File: src/rtl/seq_adder.sv
// seq_adder: multi-cycle adder/subtractor that processes CHUNK bits per clock
// through a small carry-lookahead slice. Single-entry valid/ready handshake
// on both sides; the result is held in DONE until the consumer takes it.
module seq_adder #(
  parameter int WIDTH = 16,
  parameter int CHUNK = 4
) (
  input  logic             clk,
  input  logic             rst,
  input  logic             in_valid,
  output logic             in_ready,
  input  logic [WIDTH-1:0] a,
  input  logic [WIDTH-1:0] b,
  input  logic             sub,
  input  logic             cin,
  output logic             out_valid,
  input  logic             out_ready,
  output logic [WIDTH-1:0] sum,
  output logic             cout,
  output logic             ovf,
  output logic             zero
);

  localparam int NCHUNK = WIDTH / CHUNK;
  localparam int CNT_W  = (NCHUNK > 1) ? $clog2(NCHUNK) : 1;
  localparam logic [CNT_W-1:0] LAST = CNT_W'(NCHUNK - 1);

  typedef enum logic [1:0] {IDLE, RUN, DONE} state_t;

  state_t           state;
  logic [CNT_W-1:0] cnt;
  logic             carry;
  logic [WIDTH-1:0] a_q;
  logic [WIDTH-1:0] b_q;

  logic [CHUNK-1:0] a_chunk;
  logic [CHUNK-1:0] b_chunk;
  logic [CHUNK+1:0] cla_res;
  logic [CHUNK-1:0] chunk_sum;
  logic             chunk_cout;
  logic             chunk_cmsb;
  logic [WIDTH-1:0] sum_nxt;

  // One CHUNK-bit carry-lookahead slice. Returns {carry into the slice MSB,
  // carry out of the slice, slice sum}; the carry into the MSB of the last
  // slice is the carry into bit WIDTH-1, needed for signed overflow.
  function automatic logic [CHUNK+1:0] cla_chunk(input logic [CHUNK-1:0] x,
                                                 input logic [CHUNK-1:0] y,
                                                 input logic             ci);
    logic [CHUNK-1:0] p;
    logic [CHUNK-1:0] g;
    logic [CHUNK:0]   c;
    p    = x ^ y;
    g    = x & y;
    c[0] = ci;
    for (int k = 0; k < CHUNK; k++) begin
      c[k+1] = g[k] | (p[k] & c[k]);
    end
    return {c[CHUNK-1], c[CHUNK], p ^ c[CHUNK-1:0]};
  endfunction

  // Select the active chunk of each operand and merge its sum into the result.
  always_comb begin
    a_chunk = '0;
    b_chunk = '0;
    for (int i = 0; i < NCHUNK; i++) begin
      if (cnt == CNT_W'(i)) begin
        a_chunk = a_q[i*CHUNK +: CHUNK];
        b_chunk = b_q[i*CHUNK +: CHUNK];
      end
    end
    cla_res    = cla_chunk(a_chunk, b_chunk, carry);
    chunk_sum  = cla_res[CHUNK-1:0];
    chunk_cout = cla_res[CHUNK];
    chunk_cmsb = cla_res[CHUNK+1];
    sum_nxt    = sum;
    for (int i = 0; i < NCHUNK; i++) begin
      if (cnt == CNT_W'(i)) begin
        sum_nxt[i*CHUNK +: CHUNK] = chunk_sum;
      end
    end
  end

  // Operand capture on acceptance; B is pre-inverted for subtraction so the
  // datapath only ever adds.
  always_ff @(posedge clk) begin
    if (state == IDLE && in_valid) begin
      a_q <= a;
      b_q <= b ^ {WIDTH{sub}};
    end
  end

  // Control FSM with registered handshake and result flags.
  always_ff @(posedge clk or posedge rst) begin
    if (rst) begin
      state     <= IDLE;
      cnt       <= '0;
      carry     <= 1'b0;
      sum       <= '0;
      cout      <= 1'b0;
      ovf       <= 1'b0;
      zero      <= 1'b0;
      out_valid <= 1'b0;
      in_ready  <= 1'b1;
    end else begin
      case (state)
        IDLE: begin
          if (in_valid) begin
            carry    <= sub ? 1'b1 : cin;
            cnt      <= '0;
            in_ready <= 1'b0;
            state    <= RUN;
          end
        end
        RUN: begin
          carry <= chunk_cout;
          sum   <= sum_nxt;
          if (cnt == LAST) begin
            cout      <= chunk_cout;
            ovf       <= chunk_cmsb ^ chunk_cout;
            zero      <= (sum_nxt == '0);
            out_valid <= 1'b1;
            state     <= DONE;
          end else begin
            cnt <= cnt + 1'b1;
          end
        end
        DONE: begin
          if (out_ready) begin
            out_valid <= 1'b0;
            in_ready  <= 1'b1;
            state     <= IDLE;
          end
        end
        default: begin
          out_valid <= 1'b0;
          in_ready  <= 1'b1;
          state     <= IDLE;
        end
      endcase
    end
  end

endmodule

File: config.mk
export PLATFORM = sky130hd
export DESIGN_NAME = seq_adder
export DESIGN_NICKNAME = d
export VERILOG_FILES = /design/src/rtl/seq_adder.sv
export SDC_FILE = /design/constraint.sdc
export NUM_CORES = 1
export LEC_CHECK = 0
export BUFFER_PORTS_ARGS = -buffer_cell sky130_fd_sc_hd__buf_2
export CAP_MARGIN = 5
export CORE_ASPECT_RATIO = 0.75
export CORE_MARGIN = 2
export CORE_UTILIZATION = 54
export CTS_CLUSTER_DIAMETER = 200
export DETAILED_ROUTE_END_ITERATION = 12
export PLACE_DENSITY = 0.8
export SETUP_SLACK_MARGIN = 0.4
export SLEW_MARGIN = 20
export SYNTH_ARGS = -nofsm -noshare
export SYNTH_HDL_FRONTEND = slang
export SYNTH_SLANG_ARGS = --single-unit
File: constraint.sdc
create_clock -name clk -period 4.6 [get_ports clk]
set_clock_uncertainty 0.1 [all_clocks]
set_input_delay 0.92 -clock clk [delete_from_list [all_inputs] [get_ports clk]]
set_output_delay 0.92 -clock clk [all_outputs]
set_load 0.005 [all_outputs]
==> metrics.cfg, run 1 <==
[outcome]
status=completed

[routing]
drt_iter0_drc=101
wl_per_cell_um=14.8
vias=1756
drt_wl_total_um=4850
via_per_inst=5.35
drtAntennaViolNets=0
drtPass1Iterations=4
drc=0

[die]
boundaryPins=59
core_area_mm2=0.00482
dieArea_mm2=0.00549
num_rows=22
die_width_um=84.9
die_h_um=64.7
start_util_pct=55.0

[job]
maxCapViolCount=0

[finish]
drive_gt1_share_pct=39.6
nets=309
fill_cells=360
antenna_cells=0
fin_cells=328
syn_to_final_growth_pct=22.5

[clock_network]
cts-root-buf=clkbuf_8
clock_path_buffers=2
numCtsBuffers=9
cts_tree=built
htree_levels=3
clock_sinks=58
clk_latency_ns=0.34
clkTransAtPathRegs_ns=0.06

[global_route]
grt_max_degree=33
grt_use_total_pct=19.9
grt_overflow_total=0
grt_pass1_vias=1656
grt_pass1_wl_um=7920
grt_antenna_before_repair=0

[synthesis]
synth_common_cells=edfxtp_1, dfrtp_1, mux2_2, nand2_1, xor2_1
synth_fp_nets=245
synth_area_leaders=edfxtp_1, dfrtp_1, mux2_2, xor2_1, fa_1
ys_seq_area_share_pct=60.9
syn_inst=199
post_synth_num_cell_types=33
synth_top_area_cell=edfxtp_1
async_flop_share_pct=44.8
synth_top_area_share_pct=36.3
synth_edf_count=32
syn_area_per_cell_um2=13.3
synth_ff_type=edfxtp_1
synth_warnings=0
syn_area_mm2=0.00265
ys_seq_elements=58
yosysMostFrequentCell=edfxtp_1

[setup_path]
path_delay_family=adder cells
critPathKind=flop to flop
regToRegSetupSlack_ns=0.59
cp-start-kind=flop
path_cells=inv_1 > ha_1 > buf_4 > a221oi_1 > o31ai_1 > fa_1 > fa_1 > fa_2 > fa_2 > or4_1 > a2111oi_4 > a22o_1
worstPathMaxFanout=9
worst_setup_path_end_kind=flop
cpPeakStageDelay_ns=0.47
slowest_stage=fa_2
cp.required_ns=4.78
crit_buf_inv=2
arrival_ns=4.19

[timing]
fin_tns_setup_ns=0
tightest_slew_ns=0.922
max_freq_mhz=249
hold_viol_final=0
final-setup-viol-count=0
timing.final.crit_share_pct=87.1
report.final.slew_viol_count=0
slew_headroom_pct=38.2
fin_crit_ns=4.01
rsz0062_at_grt=no

[pwr]
peakVddDrop_mv=0.374
powerDensity_mw_per_mm2=768
leakagePower_nw=1.34

[hold_path]
hp-class=flop to flop

[place]
io_buffers=58
routabilityCongestion=0.853
dp_hpwl_um=3490
dp_cells=311

==> metrics by stage <==
step           setup WS (ns)  area, um^2  total power [mW]  hold slack (ns)  util (%)
2_1_floorplan          0.598        2650              1.62            0.373         -
3_3_place_gp           0.493        3000              1.92            0.360      62.3
3_5_place_dp           0.289        3000              1.96            0.381      62.3
4_1_cts                0.432        3230              2.49            0.394      67.1
5_1_grt                0.436        3250              2.68            0.410      67.4
6_report               0.591        3250              2.49            0.382      67.4
==> area by class of cell <==
cell class                      instances  area [um^2]  share of cell area [%]
Tap cell                               60         75.1                    2.31
Timing Repair Buffer                   63          328                    10.1
Clock inverter                          6         81.3                    2.50
Sequential cell                        58         1610                    49.7
Multi-Input combinational cell        124          993                    30.6
Clock buffer                           10          128                    3.93
Inverter                                7         27.5                   0.848
==> worst reg2reg max path, delay by kind of cell (launching register included) <==
family	cells	cell delay, ns
compound gates	4	0.79
fa+ha+maj	5	1.91
buf+inv	2	0.27
flops	1	0.40
simple gates	1	0.47
==> worst paths after layout <==
kind	startpoint	endpoint	cells after the start
max	cnt[0]	zero	12
min	cout	cout	2
max reg2reg	cnt[0]	zero	12
min reg2reg	cout	cout	2
max in group asynchronous	rst	cnt[0]	2
min in group asynchronous	rst	state[0]	2
==> power breakdown <==
| part | total [mW] | internal (mW) | switching (mW) |
|---|---|---|---|
| combinational | 1.16 | 0.548 | 0.610 |
| clock | 0.490 | 0.301 | 0.189 |
| sequential | 0.847 | 0.742 | 0.104 |
==> cells in the final DEF, fill, tap and decap left out, drive strengths merged, types with 2 or more instances in the layout <==
master / n
o21ai: 3
nand2: 16
bufinv: 2
edfxtp: 32
or4: 2
nor2: 14
nor2b: 9
a21oi: 5
mux2: 16
nor3: 2
o22ai: 2
dfrtp: 25
or3: 3
clkinv: 5
clkbuf: 10
fa: 4
xor2: 16
o31ai: 8
buf: 63
ha: 4
nand2b: 3
inv: 5
a221oi: 8
==> what timing repair did <==
action / CTS / global route
hold buffers: 0 / 0
gates resized for setup: 6 / 3
setup buffers: 0 / 1
pin swaps: 0 / 0
endpoints found under the setup margin: 1 / 1
==> sequential cells by signal, summed over array words and instances, names as in the netlist <==
signal,flops
a_q,16
b_q,16
carry,1
cnt,2
cout,1
in_ready,1
out_valid,1
ovf,1
state,2
sum,16
zero,1
==> layer usage <==
layer / GRT usage [%] / vias to the layer above / wire [um]
met5: 0 / - / 0
li1: - / 851 / -
met3: 8.41 / 15 / 383
met2: 28.2 / 75 / 2170
met4: 10.1 / 0 / 129
met1: 26.3 / 815 / 2170
==> cells by family (layout without fill, tap and decap cells) <==
kind of cell	count (synthesis)	count (layout)	synth area share (%)
AOI/OAI and AO/OA	31	31	9.25
xor gates and xnor gates	17	17	5.62
adders and majority gates	8	8	4.91
buffers and inverters	17	86	2.74
DFF	58	58	60.9
muxes	16	16	6.80
and+or+nand+nor	52	52	9.82
Power figures use the tool's default switching activity.
==> run 2: changes to the inputs <==
--- a/config.mk
+++ b/config.mk
@@ -5,6 +5,8 @@
 export SDC_FILE = /design/constraint.sdc
 export NUM_CORES = 1
 export LEC_CHECK = 0
+export ABC_AREA = 1
+export ABC_CLOCK_PERIOD_IN_PS = 4600
 export BUFFER_PORTS_ARGS = -buffer_cell sky130_fd_sc_hd__buf_2
 export CAP_MARGIN = 5
 export CORE_ASPECT_RATIO = 0.75
@@ -12,7 +14,7 @@
 export CORE_UTILIZATION = 54
 export CTS_CLUSTER_DIAMETER = 200
 export DETAILED_ROUTE_END_ITERATION = 12
-export PLACE_DENSITY = 0.8
+export PLACE_DENSITY = 0.79
 export SETUP_SLACK_MARGIN = 0.4
 export SLEW_MARGIN = 20
 export SYNTH_ARGS = -nofsm -noshare
==> metrics.cfg, run 2 <==
[pwr]
powerDensity_mw_per_mm2=826  ; +7.5%
p_comb_share_pct=50.4  ; +4.0 points
sw_frac_of_total_pct=43.0  ; +6.8 points
leakagePower_nw=1.53  ; +14%
p_seq_share_pct=31.1  ; -2.8 points
switchingPower_mw=1.16  ; +28%
intPower_mw=1.53  ; -3.7%
pwr-share-clk_pct=18.5  ; -1.1 points
peakVddDrop_mv=0.434  ; +16%

[clock_network]
cts-root-buf=clkbuf_8
numCtsBuffers=9  ; unchanged
clock_path_buffers=2  ; unchanged
cts_resized=0  ; -6
clk_latency_ns=0.35  ; about the same
postCtsSetupRepairBufs=0  ; unchanged
cts_tree=built
cts_hold_buf=0  ; unchanged
htree_levels=3  ; unchanged
clock_sinks=58  ; unchanged
clkTransAtPathRegs_ns=0.06  ; about the same

[place]
dp_hpwl_um=4010  ; +15%
io_buffers=58  ; unchanged
routabilityCongestion=0.876  ; +2.8%

[global_route]
grt_overflow_total=0  ; unchanged
grt_max_degree=34  ; +3.0%
grt_pass1_wl_um=9170  ; +16%
grt_pass1_vias=1962  ; +18%
grt_use_total_pct=22.1  ; +2.2 points
grt_antenna_before_repair=0  ; unchanged

[routing]
drc=0  ; unchanged
drt_wl_total_um=5590  ; +15%
drtPass1Iterations=4  ; unchanged
drt_iter0_drc=93  ; -7.9%
wl_per_cell_um=13.9  ; -6.0%
drtAntennaViolNets=0  ; unchanged
vias=2053  ; +17%
via_per_inst=5.11  ; -4.6%

[die]
num_rows=22  ; unchanged
die_h_um=65.8  ; +1.7%
dieArea_mm2=0.00568  ; +3.4%
die_width_um=86.4  ; +1.7%
core_area_mm2=0.00490  ; +1.7%
start_util_pct=56.1  ; +1.0 points
boundaryPins=59  ; unchanged

[setup_path]
arrival_ns=4.07  ; -0.12 ns
worst_setup_path_end_kind=flop
cp-start-kind=flop
cp.required_ns=4.78  ; about the same
ff2ff_path_depth=18  ; +6
regToRegSetupSlack_ns=0.71  ; +0.12 ns
worstPathMaxFanout=16  ; +7
critPathKind=flop to flop

[synthesis]
yosysMostFrequentCell=nand2_1
syn_area_per_cell_um2=9.84  ; -26%
synth_common_cells=nand2_1, edfxtp_1, nor2_1, dfrtp_1, o21ai_0
synth_area_leaders=edfxtp_1, dfrtp_1, nand2_1, xor2_1, o21ai_0
synth_compound_area_share_pct=9.11  ; -0.14 points
synth_warnings=0  ; unchanged
synth_fp_nets=325  ; +33%
post_synth_num_cell_types=22  ; -33%
ys_seq_elements=58  ; unchanged
async_flop_share_pct=44.8  ; unchanged
syn_area_mm2=0.00275  ; +3.6%
synth_ff_type=edfxtp_1
synth_top_area_share_pct=35.0  ; -1.3 points
syn_inst=279  ; +40%
synthMuxAreaShare_pct=0  ; -6.8 points
synth_edf_count=32  ; unchanged
synth_fa_ha_area_share_pct=4.74  ; -0.17 points
synth_top_area_cell=edfxtp_1
synth-simple-area-share_pct=16.9  ; +7.1 points
ys_seq_area_share_pct=58.7  ; -2.1 points
synth_top_family_by_area=simple AND/OR/NAND/NOR gates
synth_xor_area_share_pct=5.42  ; -0.20 points

[timing]
fin_crit_ns=3.89  ; -0.120 ns
fin_tns_setup_ns=0  ; unchanged
slew_headroom_pct=38.6  ; +0.46 points
rsz0062_at_grt=no
final-setup-viol-count=0  ; unchanged
tightest_slew_ns=0.915  ; -0.00693 ns
timing.final.crit_share_pct=84.5  ; -2.6 points
max_freq_mhz=257  ; +3.1%
report.final.slew_viol_count=0  ; unchanged
hold_viol_final=0  ; unchanged

[finish]
reg_top3=a_q (16), b_q (16), sum (16)
syn_to_final_growth_pct=18.5
multi_input_area_um2=1000  ; +0.63%
final_common_cell=nand2_1
fill_cells=401  ; +11%
final-seq-area_mm2=0.00161  ; about the same
drive_gt1_share_pct=23.4  ; -16 points
antenna_cells=0  ; unchanged
fin_util_pct=66.4  ; -0.98 points
layout_common_cells=nand2_1, buf_2, edfxtp_1
nets=383  ; +24%

[hold_path]
hold_depth=2  ; unchanged
hp-class=flop to flop

[outcome]
status=completed

[job]
maxCapViolCount=0  ; unchanged

## run 2: cell count changes after synthesis, moves of 8 or more
| cell | previous run | this run |
|---|---|---|
| a21oi_1 | 5 | 17 |
| inv_1 | 6 | 15 |
| o31ai_1 | 8 | 0 |
| a31oi_1 | 0 | 8 |
| mux2_2 | 16 | 0 |
| nor2b_1 | 9 | 0 |
| nand2_1 | 16 | 84 |
| nor2_1 | 14 | 27 |
| a221oi_1 | 8 | 0 |
| o21ai_0 | 3 | 23 |
## run 2: logic make-up after synthesis
| group | Yosys count |
|---|---|
| compound gates | 48 |
| xor+xnor | 17 |
| fa+ha+maj | 8 |
| buf+inv | 29 |
| flops | 58 |
| simple gates | 119 |
## run 2: area by class of cell
class                           count  area share (%)
Clock inverter                      6            2.50
Timing Repair Buffer               58            8.92
Inverter                           18            2.08
Multi-Input combinational cell    192            30.7
Clock buffer                       10            3.92
Tap cell                           60            2.31
Sequential cell                    58            49.6
## run 2: metrics by stage
step                      total power [mW]  cells  cell area [um^2]  hold WS, ns  setup WS, ns
after CTS                             2.69    402              3250        0.369         0.566
after global placement                2.15    386              3040        0.354         0.800
after detailed placement              2.18    386              3040        0.358         0.622
final                                 2.69    402              3250        0.369         0.712
after global routing                  2.95    402              3250        0.404         0.438
after floorplan                       1.83    279              2750        0.355          1.11
## run 2: power groups by stage
stage	Combinational, mW	Sequential, mW	Clock (mW)
2_1_floorplan	1.00	0.830	0
3_3_place_gp	1.31	0.844	0
3_5_place_dp	1.34	0.846	0
4_1_cts	1.35	0.838	0.507
5_1_grt	1.56	0.853	0.534
6_report	1.35	0.836	0.498
## run 2: critical path, cell delays in order, from the launching register on
cell and delay (ns):
dfrtp_1 0.40, inv_1 0.12, ha_2 0.37, inv_2 0.16, nand3_1 0.11, nand2_1 0.07
o21ai_0 0.08, a21oi_1 0.11, fa_1 0.39, fa_1 0.39, fa_1 0.44, fa_1 0.53
nand2_1 0.13, nand2_1 0.06, nor2_1 0.09, nand2_1 0.06, nor2_1 0.10, nand2_1 0.06
nand2_1 0.06
## run 2: worst paths after layout
path,startpoint,end
max,cnt[1],zero
min,in_ready,in_ready
max reg2reg,cnt[1],zero
min reg2reg,in_ready,in_ready
max in group asynchronous,rst,cout
min in group asynchronous,rst,sum[2]
## run 2: layer usage
| layer | track usage, % | routed length, um | up-vias |
|---|---|---|---|
| met5 | 0 | 0 | - |
| li1 | - | - | 1030 |
| met2 | 33.3 | 2530 | 83 |
| met1 | 28.9 | 2550 | 931 |
| met4 | 6.25 | 51 | 0 |
| met3 | 10.3 | 453 | 9 |
==> run 3: changes to the inputs <==
--- a/config.mk
+++ b/config.mk
@@ -6,7 +6,7 @@
 export NUM_CORES = 1
 export LEC_CHECK = 0
 export ABC_AREA = 1
-export ABC_CLOCK_PERIOD_IN_PS = 4600
+export ABC_CLOCK_PERIOD_IN_PS = 4100
 export BUFFER_PORTS_ARGS = -buffer_cell sky130_fd_sc_hd__buf_2
 export CAP_MARGIN = 5
 export CORE_ASPECT_RATIO = 0.75
==> constraint.sdc (replaced) <==
create_clock -name clk -period 4.1 [get_ports clk]
set_clock_uncertainty 0.1 [all_clocks]
set_input_delay 0.82 -clock clk [delete_from_list [all_inputs] [get_ports clk]]
set_output_delay 0.82 -clock clk [all_outputs]
set_load 0.005 [all_outputs]
==> metrics.cfg, run 3 (synthesis gave the netlist of run 2 again) <==
[outcome]
status=completed

[global_route]
grt_use_total_pct=23.6  ; +1.5 points
grt_antenna_before_repair=0  ; unchanged
grt_overflow_total=0  ; unchanged
grt_pass1_vias=2137  ; +8.9%
grt_max_degree=34  ; unchanged
grt_pass1_wl_um=9850  ; +7.4%

[die]
die_width_um=86.4  ; unchanged
num_rows=22  ; unchanged
die_h_um=65.8  ; unchanged
start_util_pct=56.1  ; unchanged
core_area_mm2=0.00490  ; unchanged
dieArea_mm2=0.00568  ; unchanged
boundaryPins=59  ; unchanged

[routing]
drc=0  ; unchanged
drtPass1Iterations=4  ; unchanged
drt_wl_total_um=5930  ; +6.0%
drt_iter0_drc=226  ; +140%
wl_per_cell_um=14.4  ; +3.5%
vias=2180  ; +6.2%
drtAntennaViolNets=0  ; unchanged
via_per_inst=5.29  ; +3.6%

[clock_network]
clk_latency_ns=0.34  ; about the same
cts_tree=built
htree_levels=3  ; unchanged
clkTransAtPathRegs_ns=0.06  ; about the same
cts_hold_buf=0  ; unchanged
clock_path_buffers=2  ; unchanged
clock_sinks=58  ; unchanged
numCtsBuffers=9  ; unchanged
cts-root-buf=clkbuf_8

[timing]
rsz0062_at_grt=no
fin_tns_setup_ns=0  ; unchanged
final-setup-viol-count=0  ; unchanged
tightest_slew_ns=0.910  ; -0.00473 ns
max_freq_mhz=288  ; +12%
report.final.slew_viol_count=0  ; unchanged
slew_headroom_pct=39.0  ; +0.32 points
fin_crit_ns=3.47  ; -0.414 ns
hold_viol_final=0  ; unchanged
timing.final.crit_share_pct=84.7  ; +0.21 points

[pwr]
p_seq_share_pct=30.2  ; -0.9 points
leakagePower_nw=1.58  ; +3.2%
powerDensity_mw_per_mm2=933  ; +13%
sw_frac_of_total_pct=42.5  ; -0.49 points
intPower_mw=1.80  ; +18%
switchingPower_mw=1.33  ; +15%
peakVddDrop_mv=0.522  ; +20%
power.total_mw=3.13  ; +17%
pwr-share-clk_pct=17.5  ; -1.0 points
p_comb_share_pct=52.3  ; +1.9 points

[place]
postPlaceCellArea_mm2=0.00307  ; +0.99%
io_buffers=58  ; unchanged
dp_hpwl_um=4230  ; +5.4%
routabilityCongestion=0.874  ; -0.27%

[finish]
reg_top3=a_q (16), b_q (16), sum (16)
antenna_cells=0  ; unchanged
drive_gt1_share_pct=27.3  ; +3.9 points
final_common_cell=nand2_1
nets=393  ; +2.6%
fill_cells=383  ; -4.5%
layout_common_cells=nand2_1, buf_2, edfxtp_1
final_cell_area_mm2=0.00336  ; +3.2%
syn_to_final_growth_pct=22.2

[setup_path]
arrival_ns=3.60  ; -0.47 ns
cp.required_ns=4.23  ; -0.55 ns
cp-start-kind=flop
worstPathMaxFanout=12  ; -4
critPathKind=flop to flop
worst_setup_path_end_kind=flop

[job]
maxCapViolCount=0  ; unchanged

[hold_path]
hp-class=flop to flop

run 3: cell types whose count changed in the layout (fill, tap and decap cells not counted), moves of 2 or more:
| cell | delta |
|---|---|
| buf_4 | +9 |
| clkbuf_8 | +3 |
| fa_1 | -2 |
| fa_2 | +2 |
| ha_1 | -2 |
| ha_4 | +2 |
run 3: worst paths after layout:
kind / startpoint / slack, ns / cells past startpoint / to
min reg2reg: in_ready / 0.37 / 2 / in_ready
min: in_ready / 0.37 / 2 / in_ready
max: cnt[0] / 0.63 / 16 / zero
min in group asynchronous: rst / 0.46 / 2 / sum[3]
max reg2reg: cnt[0] / 0.63 / 16 / zero
max in group asynchronous: rst / 2.98 / 2 / cnt[0]
run 3: per-stage QoR:
step	hold WS, ns	cells	worst slack [ns]	utilization [%]
2_1_floorplan	0.355	279	0.609	-
3_3_place_gp	0.353	390	0.484	62.7
3_5_place_dp	0.368	390	0.336	62.7
4_1_cts	0.377	406	0.428	67.2
5_1_grt	0.403	412	0.402	68.5
6_report	0.371	412	0.626	68.5
run 3: layout make-up:
cell class              instances  area [um^2]  share of cell area (%)
clock buffers                  14          173                    5.14
flip-flops and latches         58         1610                    48.1
repair buffers                 68          363                    10.8
inverters                      18         67.6                    2.01
clock inverters                 2         35.0                    1.04
well taps                      60         75.1                    2.24
multi-input cells             192         1030                    30.7
run 3: timing repair:
item / 4_1_cts / 5_1_grt
endpoints found under the setup margin: 1 / 5
pin swaps: 0 / 1
resized for setup: 3 / 8
buffers inserted: 0 / 6
run 3: power groups by stage:
stage	Clock, mW	Sequential [mW]	Combinational, mW
3_3_place_gp	0	0.948	1.50
2_1_floorplan	0	0.931	1.13
5_1_grt	0.582	0.968	1.88
6_report	0.547	0.946	1.64
4_1_cts	0.557	0.946	1.55
3_5_place_dp	0	0.955	1.53
run 3: per-layer routing:
metal | GRT usage (%) | part of all wire [%] | vias up | routed length, um
met2 | 35.9 | 44 | 102 | 2620
met1 | 30.7 | 44 | 1005 | 2630
met5 | 0 | 0 | - | 0
li1 | - | - | 1055 | -
met4 | 10.4 | 2.2 | 0 | 131
met3 | 8.29 | 9.3 | 18 | 550
run 3: critical path, stage by stage, from the launching register on:
cell and delay, ns:
dfrtp_2 0.44, inv_2 0.11, ha_4 0.20, inv_2 0.11, o21ai_1 0.18, a21oi_1 0.11, fa_1 0.39, fa_1 0.39
fa_2 0.37, fa_2 0.59, nand2_1 0.08, nand2_1 0.07, nor2_1 0.04, nand2_1 0.05, nor2_1 0.04, nand2_1 0.05
nand2_1 0.04
